`src/rtl/dbg_pkg.sv`:
```
// Shared opcodes, response constants and FSM encoding for the serial debug counter responder.
package dbg_pkg;

    localparam logic [1:0] OP_READ   = 2'b00;
    localparam logic [1:0] OP_CLEAR  = 2'b01;
    localparam logic [1:0] OP_STATUS = 2'b10;
    localparam logic [1:0] OP_INC    = 2'b11;

    localparam logic [7:0] NAK_BYTE = 8'hEE;

    // Echo byte plus up to four counter bytes for a 32-bit counter.
    localparam int MAX_RESP_BYTES = 5;

    typedef enum logic [1:0] {
        IDLE,
        SEND,
        WAIT_LO,
        WAIT_HI
    } state_e;

endpackage

```
`src/rtl/dbg_event_counter.sv`:
```
// One wrapping event counter with a sticky overflow flag; clear beats any increment.
// Latency: count and flag update one cycle after the inputs are sampled.
// Backpressure: none, every input pulse is absorbed in the cycle it arrives.
module dbg_event_counter #(
    parameter int CNT_W = 16
) (
    input  logic             clk,
    input  logic             rst,
    input  logic             inc_hw,
    input  logic             inc_sw,
    input  logic             clr,
    output logic [CNT_W-1:0] cnt,
    output logic             ovf
);

    localparam int SUM_W = CNT_W + 1;

    logic [CNT_W-1:0] cnt_q, cnt_d;
    logic             ovf_q, ovf_d;
    logic [SUM_W-1:0] sum;

    always_comb begin
        // A hardware and a software increment together add two; the carry marks the wrap.
        sum   = {1'b0, cnt_q} + SUM_W'(inc_hw) + SUM_W'(inc_sw);
        cnt_d = sum[CNT_W-1:0];
        ovf_d = ovf_q | sum[CNT_W];
        if (clr) begin
            cnt_d = '0;
            ovf_d = 1'b0;
        end
    end

    always_ff @(posedge clk or posedge rst) begin
        if (rst) begin
            cnt_q <= '0;
            ovf_q <= 1'b0;
        end else begin
            cnt_q <= cnt_d;
            ovf_q <= ovf_d;
        end
    end

    assign cnt = cnt_q;
    assign ovf = ovf_q;

endmodule

```
`src/rtl/dbg_counter_responder.sv`:
```
// Decodes one-byte debug commands and streams 1..5 byte responses to a UART transmitter.
// Latency: rx_valid in cycle N gives tx_start in N+2 when tx_ready is high.
// Backpressure: paced by tx_ready; commands arriving while busy are dropped and flagged.
module dbg_counter_responder
    import dbg_pkg::*;
#(
    parameter int NUM_CH = 4,
    parameter int CNT_W  = 16
) (
    input  logic              clk,
    input  logic              rst,
    input  logic              rx_valid,
    input  logic [7:0]        rx_data,
    input  logic              tx_ready,
    output logic              tx_start,
    output logic [7:0]        tx_data,
    input  logic [NUM_CH-1:0] evt,
    output logic              busy
);

    localparam int NB = CNT_W / 8;

    state_e                               state_q, state_d;
    logic [MAX_RESP_BYTES-1:0][7:0]       resp_q, resp_d;
    logic [2:0]                           idx_q, idx_d;
    logic [2:0]                           last_q, last_d;
    logic                                 tx_start_q, tx_start_d;
    logic [7:0]                           tx_data_q, tx_data_d;
    logic                                 drop_q, drop_d;

    logic [CNT_W-1:0] cnt [NUM_CH];
    logic [NUM_CH-1:0] ovf;
    logic [NUM_CH-1:0] inc_sw;
    logic [NUM_CH-1:0] clr;
    logic [1:0]        op;
    logic [5:0]        ch;
    logic              ch_ok;
    logic              accept;
    logic [CNT_W-1:0]  snap;
    logic [7:0]        ovf_byte;

    assign op       = rx_data[7:6];
    assign ch       = rx_data[5:0];
    assign ch_ok    = (ch < 6'(NUM_CH));
    assign accept   = rx_valid && (state_q == IDLE);
    assign ovf_byte = 8'(ovf);

    for (genvar gi = 0; gi < NUM_CH; gi++) begin : g_ch
        assign inc_sw[gi] = accept && (op == OP_INC)   && (ch == 6'(gi));
        assign clr[gi]    = accept && (op == OP_CLEAR) && (ch == 6'(gi));

        dbg_event_counter #(.CNT_W(CNT_W)) u_cnt (
            .clk    (clk),
            .rst    (rst),
            .inc_hw (evt[gi]),
            .inc_sw (inc_sw[gi]),
            .clr    (clr[gi]),
            .cnt    (cnt[gi]),
            .ovf    (ovf[gi])
        );
    end

    always_comb begin
        snap = '0;
        for (int i = 0; i < NUM_CH; i++) begin
            if (ch == 6'(i)) snap = cnt[i];
        end
    end

    always_comb begin
        state_d    = state_q;
        resp_d     = resp_q;
        idx_d      = idx_q;
        last_d     = last_q;
        tx_start_d = 1'b0;
        tx_data_d  = tx_data_q;
        drop_d     = drop_q;

        case (state_q)
            IDLE: begin
                if (rx_valid) begin
                    idx_d     = '0;
                    last_d    = '0;
                    state_d   = SEND;
                    resp_d[0] = rx_data;
                    if (op == OP_STATUS) begin
                        resp_d[0] = ovf_byte;
                        resp_d[1] = {7'b0, drop_q};
                        last_d    = 3'd1;
                        drop_d    = 1'b0;
                    end else if (!ch_ok) begin
                        resp_d[0] = NAK_BYTE;
                    end else if (op == OP_READ) begin
                        // Counter snapshot is the pre-update value, sent MSB first.
                        for (int b = 0; b < NB; b++) begin
                            resp_d[b+1] = snap[CNT_W-1-8*b -: 8];
                        end
                        last_d = 3'(NB);
                    end
                end
            end
            SEND: begin
                if (tx_ready) begin
                    tx_start_d = 1'b1;
                    tx_data_d  = resp_q[idx_q];
                    state_d    = WAIT_LO;
                end
            end
            WAIT_LO: begin
                if (!tx_ready) state_d = WAIT_HI;
            end
            WAIT_HI: begin
                if (tx_ready) begin
                    if (idx_q == last_q) begin
                        state_d = IDLE;
                    end else begin
                        idx_d   = idx_q + 3'd1;
                        state_d = SEND;
                    end
                end
            end
            default: state_d = IDLE;
        endcase

        if (rx_valid && (state_q != IDLE)) drop_d = 1'b1;
    end

    always_ff @(posedge clk or posedge rst) begin
        if (rst) begin
            state_q    <= IDLE;
            resp_q     <= '0;
            idx_q      <= '0;
            last_q     <= '0;
            tx_start_q <= 1'b0;
            tx_data_q  <= 8'h00;
            drop_q     <= 1'b0;
        end else begin
            state_q    <= state_d;
            resp_q     <= resp_d;
            idx_q      <= idx_d;
            last_q     <= last_d;
            tx_start_q <= tx_start_d;
            tx_data_q  <= tx_data_d;
            drop_q     <= drop_d;
        end
    end

    assign tx_start = tx_start_q;
    assign tx_data  = tx_data_q;
    assign busy     = (state_q != IDLE);

endmodule

```
`config.mk`:
```
export PLATFORM = sky130hd
export DESIGN_NAME = dbg_counter_responder
export DESIGN_NICKNAME = d
export VERILOG_FILES = /design/src/rtl/dbg_pkg.sv /design/src/rtl/dbg_event_counter.sv /design/src/rtl/dbg_counter_responder.sv
export SDC_FILE = /design/constraint.sdc
export NUM_CORES = 1
export LEC_CHECK = 0
export ABC_CLOCK_PERIOD_IN_PS = 10800
export BUFFER_PORTS_ARGS = -buffer_cell sky130_fd_sc_hd__buf_2
export CORE_ASPECT_RATIO = 2
export CORE_MARGIN = 10
export CORE_UTILIZATION = 55
export CTS_BUF_LIST = sky130_fd_sc_hd__clkbuf_16
export DETAILED_ROUTE_END_ITERATION = 8
export PLACE_DENSITY = 0.77
export SYNTH_ARGS = -nofsm -noshare
export SYNTH_HDL_FRONTEND = slang
export SYNTH_SLANG_ARGS = --single-unit
```
`constraint.sdc`:
```
create_clock -name clk -period 10.8 [get_ports clk]
set_input_delay 2.16 -clock clk [delete_from_list [all_inputs] [get_ports clk]]
set_output_delay 2.16 -clock clk [all_outputs]
set_load 0.01 [all_outputs]
```
After elaboration in Yosys (flattened, before gate mapping)
Index checks and enable logic that the tools add are counted.
W data, S select, Z words.
{ "op_classes": {"add_sub_neg": 9, "n_mul": 0, "n_div": 0, "n_lt_le_gt_ge": 2, "n_eq_ne": 15, "shift": 0, "mux": 37, "bitwise": 5, "reduce_logical": 29} }
{ "ops": {"columns": ["cell", "count"], "rows": [
  ["$mux W16", 9],
  ["$add A16 B1 Y17", 4],
  ["$add A17 B1 Y17", 4],
  ["$mux W8", 4],
  ["$bmux W8 S3", 1],
  ["$mux W3", 5],
  ["$reduce_bool A2 Y1", 7],
  ["$eq A6 B2 Y1 const B", 2],
  ["$logic_and A1 B1 Y1", 12],
  ["$reduce_and A4 Y1", 3],
  ["$mux W1", 11],
  ["$mux W2", 5],
  ["$ne A2 B2 Y1 const B", 5],
  ["$eq A2 B2 Y1 const B", 4],
  ["$pmux W2 S4", 1],
  ["$eq A6 B1 Y1 const B", 1],
  ["$logic_not A6 Y1", 1],
  ["$lt A6 B3 Y1 const B", 1],
  ["$pmux W3 S2", 1],
  ["$reduce_and A5 Y1", 1],
  ["$eq A2 B1 Y1 const B", 2],
  ["$logic_not A2 Y1", 2],
  ["$lt A3 B4 Y1 const B", 1],
  ["$or A1 B1 Y1", 4],
  ["5 further kinds", 6]
]} }
{ "totals": {"ff_bits": 110, "latch_bits": 0, "ram_bits": 0, "rom_bits": 0, "output_inout_bits": 10, "wordCells": 114, "n_memories": 0} }

Depth between registers and ports, before layout
Gate-level depths: netlist of the first run.
{ "logic_depth": {"word_depth": 8, "mapped_depth": 11} }

By module
From an unflattened synthesis of the first run, not the netlist that was laid out.
{ "unflattened": {"hier_cells": 569, "area_unflattened_um2": 5885.6} }
{ "modules_own_cells": {"columns": ["mod", "n_inst", "cells_per_inst", "area_each_um2", "seq_area_each_um2"], "rows": [
  ["dbg_event_counter at g_ch[0].u_cnt ...", 3, 83, 863.3, 425.4],
  ["dbg_counter_responder", 1, 239, 2437.3, 1026.0],
  ["dbg_event_counter at g_ch[1].u_cnt", 1, 81, 858.3, 425.4]
]} }

Worst setup path after synthesis of the first run
No wires, ideal clock.
{ "synth_path": {"path_type": "input to register", "start": "input port rx_data[3]", "end": "register g_ch[1].u_cnt.cnt_q[14]", "arrival_time_ps": 4053, "required_ps": 10679, "path_slack_ps": 6625, "stages": 9, "n_path_buf": 0, "path_cell_list": "nor4_4 > nand4_1 > nor2_1 > fa_1 > ha_1 > nand2_1 > nor4_1 > xnor2_1 > nor2_1"} }
{ "synth_between": {"elab_chain_cells": 4, "word_cells_on_any_way": 5} }
{ "synth_lines": {"columns": ["item", "line", "text"], "rows": [
  ["from (decl)", "dbg_counter_responder.sv:13", "input logic [7:0] rx_data,"],
  ["$eq A6 B1 Y1 *", "dbg_counter_responder.sv:49, dbg_counter_responder.sv:50", null],
  ["$logic_and A1 B1 Y1", "dbg_counter_responder.sv:49", "assign inc_sw[gi] = accept && (op == OP_INC) && (ch == 6'(gi));"],
  ["$add A17 B1 Y17", "dbg_event_counter.sv:24", "sum = {1'b0, cnt_q} + SUM_W'(inc_hw) + SUM_W'(inc_sw);"],
  ["$mux W16 *", "dbg_event_counter.sv:27", "if (clr) begin"],
  ["net g_ch[1].u_cnt.cnt_d[14]", "dbg_event_counter.sv:18", "logic [CNT_W-1:0] cnt_q, cnt_d;"],
  ["to (signal assigned)", "dbg_event_counter.sv:38", "cnt_q <= cnt_d;"],
  ["to (decl)", "dbg_event_counter.sv:18", null]
]} }
Mark *: on every way through the listed nets, which the timed path passes. The rest lies on a longest branch.
A chain may end at the register's enable or synchronous reset.

Worst setup path after layout of the first run
Same ends and word-level chain as after synthesis.

==> results of run 1 <==
[power breakdown]
part,switching [mW],internal [mW],leakage [nW]
sequential,0.117,0.498,1.43
combinational,0.185,0.157,1.12
clock,0.147,0.225,0.159
total,0.449,0.881,2.71
[cell usage in the layout (no fill, tap or decap), types with 5 or more instances in the layout]
| master | instances |
|---|---|
| a21oi_1 | 7 |
| mux2_2 | 8 |
| clkbuf_16 | 9 |
| a22o_1 | 16 |
| nand4_1 | 19 |
| mux4_2 | 16 |
| nand2_1 | 43 |
| nor2_1 | 76 |
| nor3_1 | 12 |
| xor2_1 | 20 |
| nand3_1 | 26 |
| dfrtp_1 | 109 |
| inv_1 | 10 |
| nor4_1 | 12 |
| nor2b_1 | 12 |
| buf_2 | 25 |
| a31oi_1 | 5 |
| mux2i_1 | 9 |
| xnor2_1 | 33 |
| o21ai_0 | 19 |
| ha_1 | 10 |
[critical path, stage by stage]
cell and delay (ns):
buf_2 0.12, nor4_4 0.50, nand4_1 0.27, nor2_1 0.20
fa_1 0.30, ha_1 0.25, nand2_1 0.14, nor4_1 0.43
xnor2_1 0.17, nor2_1 0.05
[through the flow]
step,power [mW],cell area (µm²)
after CTS,1.332,6233
after detailed placement,0.9578,5894
after global placement,0.9387,5894
after global routing,1.406,6233
final,1.329,6233
after floorplan,0.8383,5678
[cells by family (layout without fill, tap and decap cells)]
group,after synthesis,count (layout),share of synthesized area
buffers and inverters,30,53,0.02270
adders and majority gates,14,14,0.03614
xor gates and xnor gates,53,53,0.08175
muxes,35,35,0.1005
DFF,109,109,0.4804
AOI/OAI and AO/OA,63,63,0.07492
and+or+nand+nor,229,229,0.2036
[final cells by class]
cell class              count  share of cell area
inverters                  11            0.007025
clock buffers               9             0.03613
flip-flops and latches    109              0.4376
repair buffers             26             0.02128
clock inverters             7             0.01827
multi-input cells         394              0.4526
well taps                 135             0.02710
[registers in the layout (all words and copies together), names as in the netlist]
name            count
g_ch.u_cnt.cnt     64
resp_q             24
tx_data             8
g_ch.u_cnt.ovf      4
idx_q               3
last_q              2
state_q             2
drop_q              1
tx_start            1
[worst max path at each step]
stage | end | slack [ns] | cells past startpoint
5_1_grt | g_ch[1].u_cnt.cnt[14] | 6.20 | 10
4_1_cts | g_ch[1].u_cnt.cnt[14] | 6.48 | 10
3_5_place_dp | g_ch[1].u_cnt.cnt[14] | 6.14 | 10
2_1_floorplan | drop_q | 5.77 | 1
6_report | g_ch[1].u_cnt.cnt[14] | 6.42 | 10
3_3_place_gp | g_ch[1].u_cnt.cnt[14] | 6.20 | 10
[cells in the mapped netlist (2+ instances only)]
library cell	number	area, µm²
dfrtp_1	109	2728
nor2_1	76	285.3
nand2_1	43	161.4
xnor2_1	33	289.0
nand3_1	26	130.1
xor2_1	20	175.2
nand4_1	19	118.9
o21ai_0	19	95.09
a22o_1	16	140.1
mux4_2	16	360.4
nor2b_1	12	75.07
nor3_1	12	60.06
nor4_1	12	75.07
inv_1	11	41.29
ha_1	10	125.1
clkbuf_1	9	33.78
mux2i_1	9	90.09
mux2_2	8	90.09
a21oi_1	7	35.03
buf_2	7	35.03
a31oi_1	5	31.28
and2_1	4	25.02
and3_1	4	25.02
and4_1	4	35.03
fa_1	4	80.08
nand2b_1	4	25.02
nor2_2	3	18.77
o31ai_1	3	22.52
or3_1	3	18.77
buf_1	2	7.510
mux2_4	2	30.03
nor4_4	2	42.54
o22ai_1	2	12.51
[metal layers]
layer | routed length, µm | GRT usage | share of wire
met5 | 0 | 0 | 0
met4 | 914 | 0.1298 | 0.066
met3 | 499 | 0.04207 | 0.036
met2 | 7430 | 0.3406 | 0.54
met1 | 4921 | 0.1881 | 0.36
==> flow_summary_export.csv, run 1 <==
group,metric,value,unit
global_route,globalRouteOverflowTotal,0,
global_route,global_route.usage.total,0.1897,
clock_tree,cts.clk_slew.worst_paths,0.07,ns
place,io_buffer_count,25,
worst_setup_path,end_kind,"flop",
synthesis,syn_area,5678,µm²
sta,timing.final.crit_period,4.381,ns
clock_tree,htreeDepth,3,
final_layout,fillers,785,
synthesis,netlist_instances,533,
floorplanning,floorplan.core_area,10080,µm²
clock_tree,worstSkewPairLatency,0.35,ns
sta,rsz_0062_raised_after_global_routing,"false",
synthesis,syn_avg_cell_area,10.65,µm²
sta,setup_slack,6.419,ns
worst_setup_path,r2r_slack,7.74,ns
routing,final_routed_drc_violation_total,0,
place,dp_hpwl,10310,µm
final_layout,multiInputGateArea,2821,µm²
sta,maxSlewHeadroom,0.3305,
clock_tree,cts_resized,0,
synthesis,synth-async-reset-ratio,1.000,
floorplanning,die_w,91.85,µm
global_route,grt_first_pass_wirelength,22580,µm
clock_tree,tritoncts,"built",
sta,clock.fmax,228.3,MHz
worst_setup_path,reg2reg_from,"state_q[0]",
clock_tree,ctsLongestPathBuffers,2,
sta,fin_tns_setup,0,ns
final_layout,postLayoutCoreUtil,0.6181,
global_route,grt_antenna_before_repair,0,
worst_setup_path,r2r_end,"g_ch[1].u_cnt.cnt[14]",
power,vdd.ir_drop.worst,0.1280,mV
sta,finalMaxSlewViolations,0,
clock_tree,clock-sinks,109,
sta,report.final.setup_viol,0,
sta,max_slew.worst_pin.slew,0.9967,ns
routing,post_drt_wl_per_cell,19.92,µm
run_status,run_status,"complete, no violations",
worst_setup_path,crit_type,"input port to flop",
floorplanning,boundaryPins,26,
synthesis,number_of_synthesized_register_bits,109,
routing,via_count,4163,
place,pre_cts_slack,6.142,ns
final_layout,seqCellArea,2728,µm²
worst_setup_path,cp_data_required_time,11.01,ns
global_route,number_of_global_route_vias_before_repair,4398,
clock_tree,cts_post_setup_buffers_inserted,0,
hold_path,min-delay-start,"resp_q[7]",
hold_path,worstHoldPathCells,2,
synthesis,synth_enable_flop_cells,0,
floorplanning,floorplan.die_area,15030,µm²
routing,dr.first_iter.drc_count,237,
power,p_leak,2.711,nW
routing,detail_route.vias_per_cell,6.025,
clock_tree,clock-root-buffer,"clkbuf_16",
synthesis,synth_seq_area_share,0.4804,
worst_setup_path,crit_arrival,4.59,ns
clock_tree,ctsHoldBuffers,0,
sta,finalHoldViolCount,0,
worst_setup_path,cp-startpoint,"rx_data[3]",
final_layout,drive_gt1_frac,0.1421,
final_layout,post_route_non_filler_standard_cell_count,691,
synthesis,ys.flop_type,"dfrtp_1",
floorplanning,rows,52,
floorplanning,start_util,0.5630,
hold_path,hold-path-endpoint,"resp_q[7]",
final_layout,insertedDiodeCount,0,
synthesis,synth_fp_nets,563,
sta,final_min_period_over_clock_period,0.4056,
floorplanning,floorplan.die.height,163.7,µm
hold_path,timing.hold.worst.class,"flop to flop",
worst_setup_path,critPathMaxFanout,7,
place,last_weighted_congestion_value_of_the_routability_driven_placer,0.9029,
routing,drt_pre_antenna_iters,4,
final_layout,nets,581,
place,placedCellCount,675,
synthesis,yosys_warnings,0,
global_route,maximum_number_of_pins_on_one_net_before_global_route_repair,72,
sta,clock-skew-final,0.008282,ns
power,cellPowerDensity,213.3,nW/µm²
routing,ant_nets,0,
sta,hold_ws,0.4838,ns
clock_tree,tritoncts.num_buffers,9,
worst_setup_path,crit_path_start_kind,"input port",
run,max-cap-violations,0,
worst_setup_path,worst-r2r-cell-count,11,
synthesis,netlist-cell-type-count,50,
routing,detail_route.wirelength,13770,µm
final_layout,area_growth_syn_to_layout,9.784,%
Power figures use the tool's default switching activity.
==> run 2, diff against run 1 <==
ABC_CLOCK_PERIOD_IN_PS = 3900   (was 10800)
PLACE_DENSITY = 0.79   (was 0.77)
clock period = 3.9 ns   (was 10.8 ns; I/O delays follow)
==> flow_summary_export.csv, run 2 (same netlist as run 1, synthesis figures left out) <==
group,metric,value,unit
clock_tree,cts_post_setup_buffers_inserted,0,
sta,clock-skew-final,0.009580,ns
final_layout,post_route_non_filler_standard_cell_count,692,
sta,final_min_period_over_clock_period,0.8094,
floorplanning,floorplan.core_area,10080,µm²
final_layout,insertedDiodeCount,0,
place,last_weighted_congestion_value_of_the_routability_driven_placer,0.9998,
clock_tree,clock-root-buffer,"clkbuf_16",
sta,finalHoldViolCount,0,
routing,via_count,4229,
clock_tree,cts.clk_slew.worst_paths,0.07,ns
power,total_power,3.569,mW
clock_tree,clock-sinks,109,
power,combPwrFrac,0.266,
sta,report.final.setup_viol,0,
run_status,run_status,"complete, no violations",
worst_setup_path,cp_num_buf_inv,1,
floorplanning,floorplan.die.height,163.7,µm
final_layout,layout.cells.most_common,"dfrtp_1",
power,power.clock.fraction,0.257,
sta,finalMaxSlewViolations,0,
floorplanning,boundaryPins,26,
sta,maxSlewHeadroom,0.4017,
place,placedCellCount,676,
power,sw_frac_of_total,0.3515,
power,vdd.ir_drop.worst,0.2987,mV
worst_setup_path,crit_arrival,3.36,ns
floorplanning,rows,52,
final_layout,drive_gt1_frac,0.1436,
routing,final_routed_drc_violation_total,0,
worst_setup_path,crit_path_max_incr_delay,0.47,ns
sta,clock.fmax,316.8,MHz
place,dp_hpwl,10030,µm
final_layout,top_library_cells_by_usage_in_the_layout_fill_and_taps_aside,"dfrtp_1, nor2_1, nand2_1, xnor2_1, nand3_1",
global_route,maximum_number_of_pins_on_one_net_before_global_route_repair,69,
floorplanning,die_w,91.85,µm
clock_tree,worstSkewPairLatency,0.35,ns
run,max-cap-violations,0,
final_layout,area_growth_syn_to_layout,9.409,%
routing,detail_route.wirelength,13830,µm
worst_setup_path,crit_path_cell_trace,"inv_1 -> ha_1 -> and2_1 -> nand4_1 -> nor2_1 -> fa_1 -> ha_1 -> nand2_1 -> nor4_1 -> xnor2_1 -> nor2_1",
clock_tree,cts_resized,0,
sta,max_slew.worst_pin.slew,0.8908,ns
routing,dr.first_iter.drc_count,335,
global_route,globalRouteOverflowTotal,0,
worst_setup_path,crit_type,"flop to flop",
routing,ant_nets,0,
clock_tree,htreeDepth,3,
clock_tree,ctsLongestPathBuffers,2,
global_route,global_route.usage.total,0.1904,
power,cell_internal_pwr,2.314,mW
power,p_sw,1.254,mW
clock_tree,ctsHoldBuffers,0,
power,p_leak,2.706,nW
floorplanning,start_util,0.5630,
final_layout,largest_register_ffs,64,
final_layout,nets,582,
sta,fin_tns_setup,0,ns
global_route,grt_first_pass_wirelength,22660,µm
worst_setup_path,crit_path_top_delay_cell,"nor4_1",
global_route,grt_antenna_before_repair,0,
sta,timing.final.crit_period,3.157,ns
worst_setup_path,end_kind,"flop",
hold_path,timing.hold.worst.class,"flop to flop",
sta,rsz_0062_raised_after_global_routing,"false",
power,seq_power_share,0.477,
worst_setup_path,critPathMaxFanout,6,
routing,drt_pre_antenna_iters,5,
global_route,number_of_global_route_vias_before_repair,4367,
worst_setup_path,cp_top_family,"simple AND/OR/NAND/NOR gates",
floorplanning,floorplan.die_area,15030,µm²
clock_tree,tritoncts,"built",
power,cellPowerDensity,574.5,nW/µm²
routing,detail_route.vias_per_cell,6.111,
routing,post_drt_wl_per_cell,19.98,µm
clock_tree,tritoncts.num_buffers,9,
place,io_buffer_count,25,
worst_setup_path,cp_data_required_time,4.11,ns
worst_setup_path,crit_path_start_kind,"flop",
## run 2: final timing paths
kind                       slack (ns)  depth (start not counted)        from                    end
max                              0.74                         11  state_q[0]  g_ch[1].u_cnt.cnt[14]
min                              0.48                          2   resp_q[3]              resp_q[3]
max reg2reg                      0.74                         11  state_q[0]  g_ch[1].u_cnt.cnt[14]
min reg2reg                      0.48                          2   resp_q[3]              resp_q[3]
max in group asynchronous        2.57                          3         rst      g_ch[3].u_cnt.ovf
min in group asynchronous        0.60                          2         rst             state_q[1]
## run 2: layout make-up
class	count	area (µm²)
Timing Repair Buffer	27	152.6
Clock buffer	9	225.2
Multi-Input combinational cell	394	2821
Inverter	11	43.79
Tap cell	135	168.9
Sequential cell	109	2728
Clock inverter	7	72.57
Fill cell	792	3872
## run 2: layer usage
| metal | GRT usage | wire (µm) | vias up | part of all wire |
|---|---|---|---|---|
| met1 | 0.1957 | 4886 | 2069 | 0.35 |
| met5 | 0 | 0 | - | 0 |
| met4 | 0.1100 | 670 | 0 | 0.048 |
| met3 | 0.03932 | 800 | 37 | 0.058 |
| met2 | 0.3458 | 7473 | 178 | 0.54 |
| li1 | - | - | 1945 | - |
## run 2: power groups by stage
stage	clock network (mW)	logic (mW)	registers (mW)
after global placement	0	0.897	1.69
after floorplan	0	0.722	1.60
final	0.919	0.949	1.70
after CTS	0.927	0.954	1.69
after global routing	0.976	1.07	1.73
after detailed placement	0	0.938	1.71
## run 2: worst reg2reg max path: cells and delay by family (launching register included)
kind          cells  cell delay (ns)
simple gates      6             1.43
fa+ha+maj         3             0.84
flops             1             0.41
xor+xnor          1             0.20
buf+inv           1             0.15
## run 2: per-stage QoR
step / worst slack, ns / instance area, µm² / utilization / hold slack, ns
floorplan: 0.2461 / 5678 / - / 0.4478
global placement: 0.6799 / 5914 / 0.5865 / 0.4614
detailed placement: 0.5030 / 5914 / 0.5865 / 0.4670
CTS: 0.7726 / 6212 / 0.6160 / 0.4857
global route: 0.5162 / 6212 / 0.6160 / 0.5183
finish: 0.7433 / 6212 / 0.6160 / 0.4840
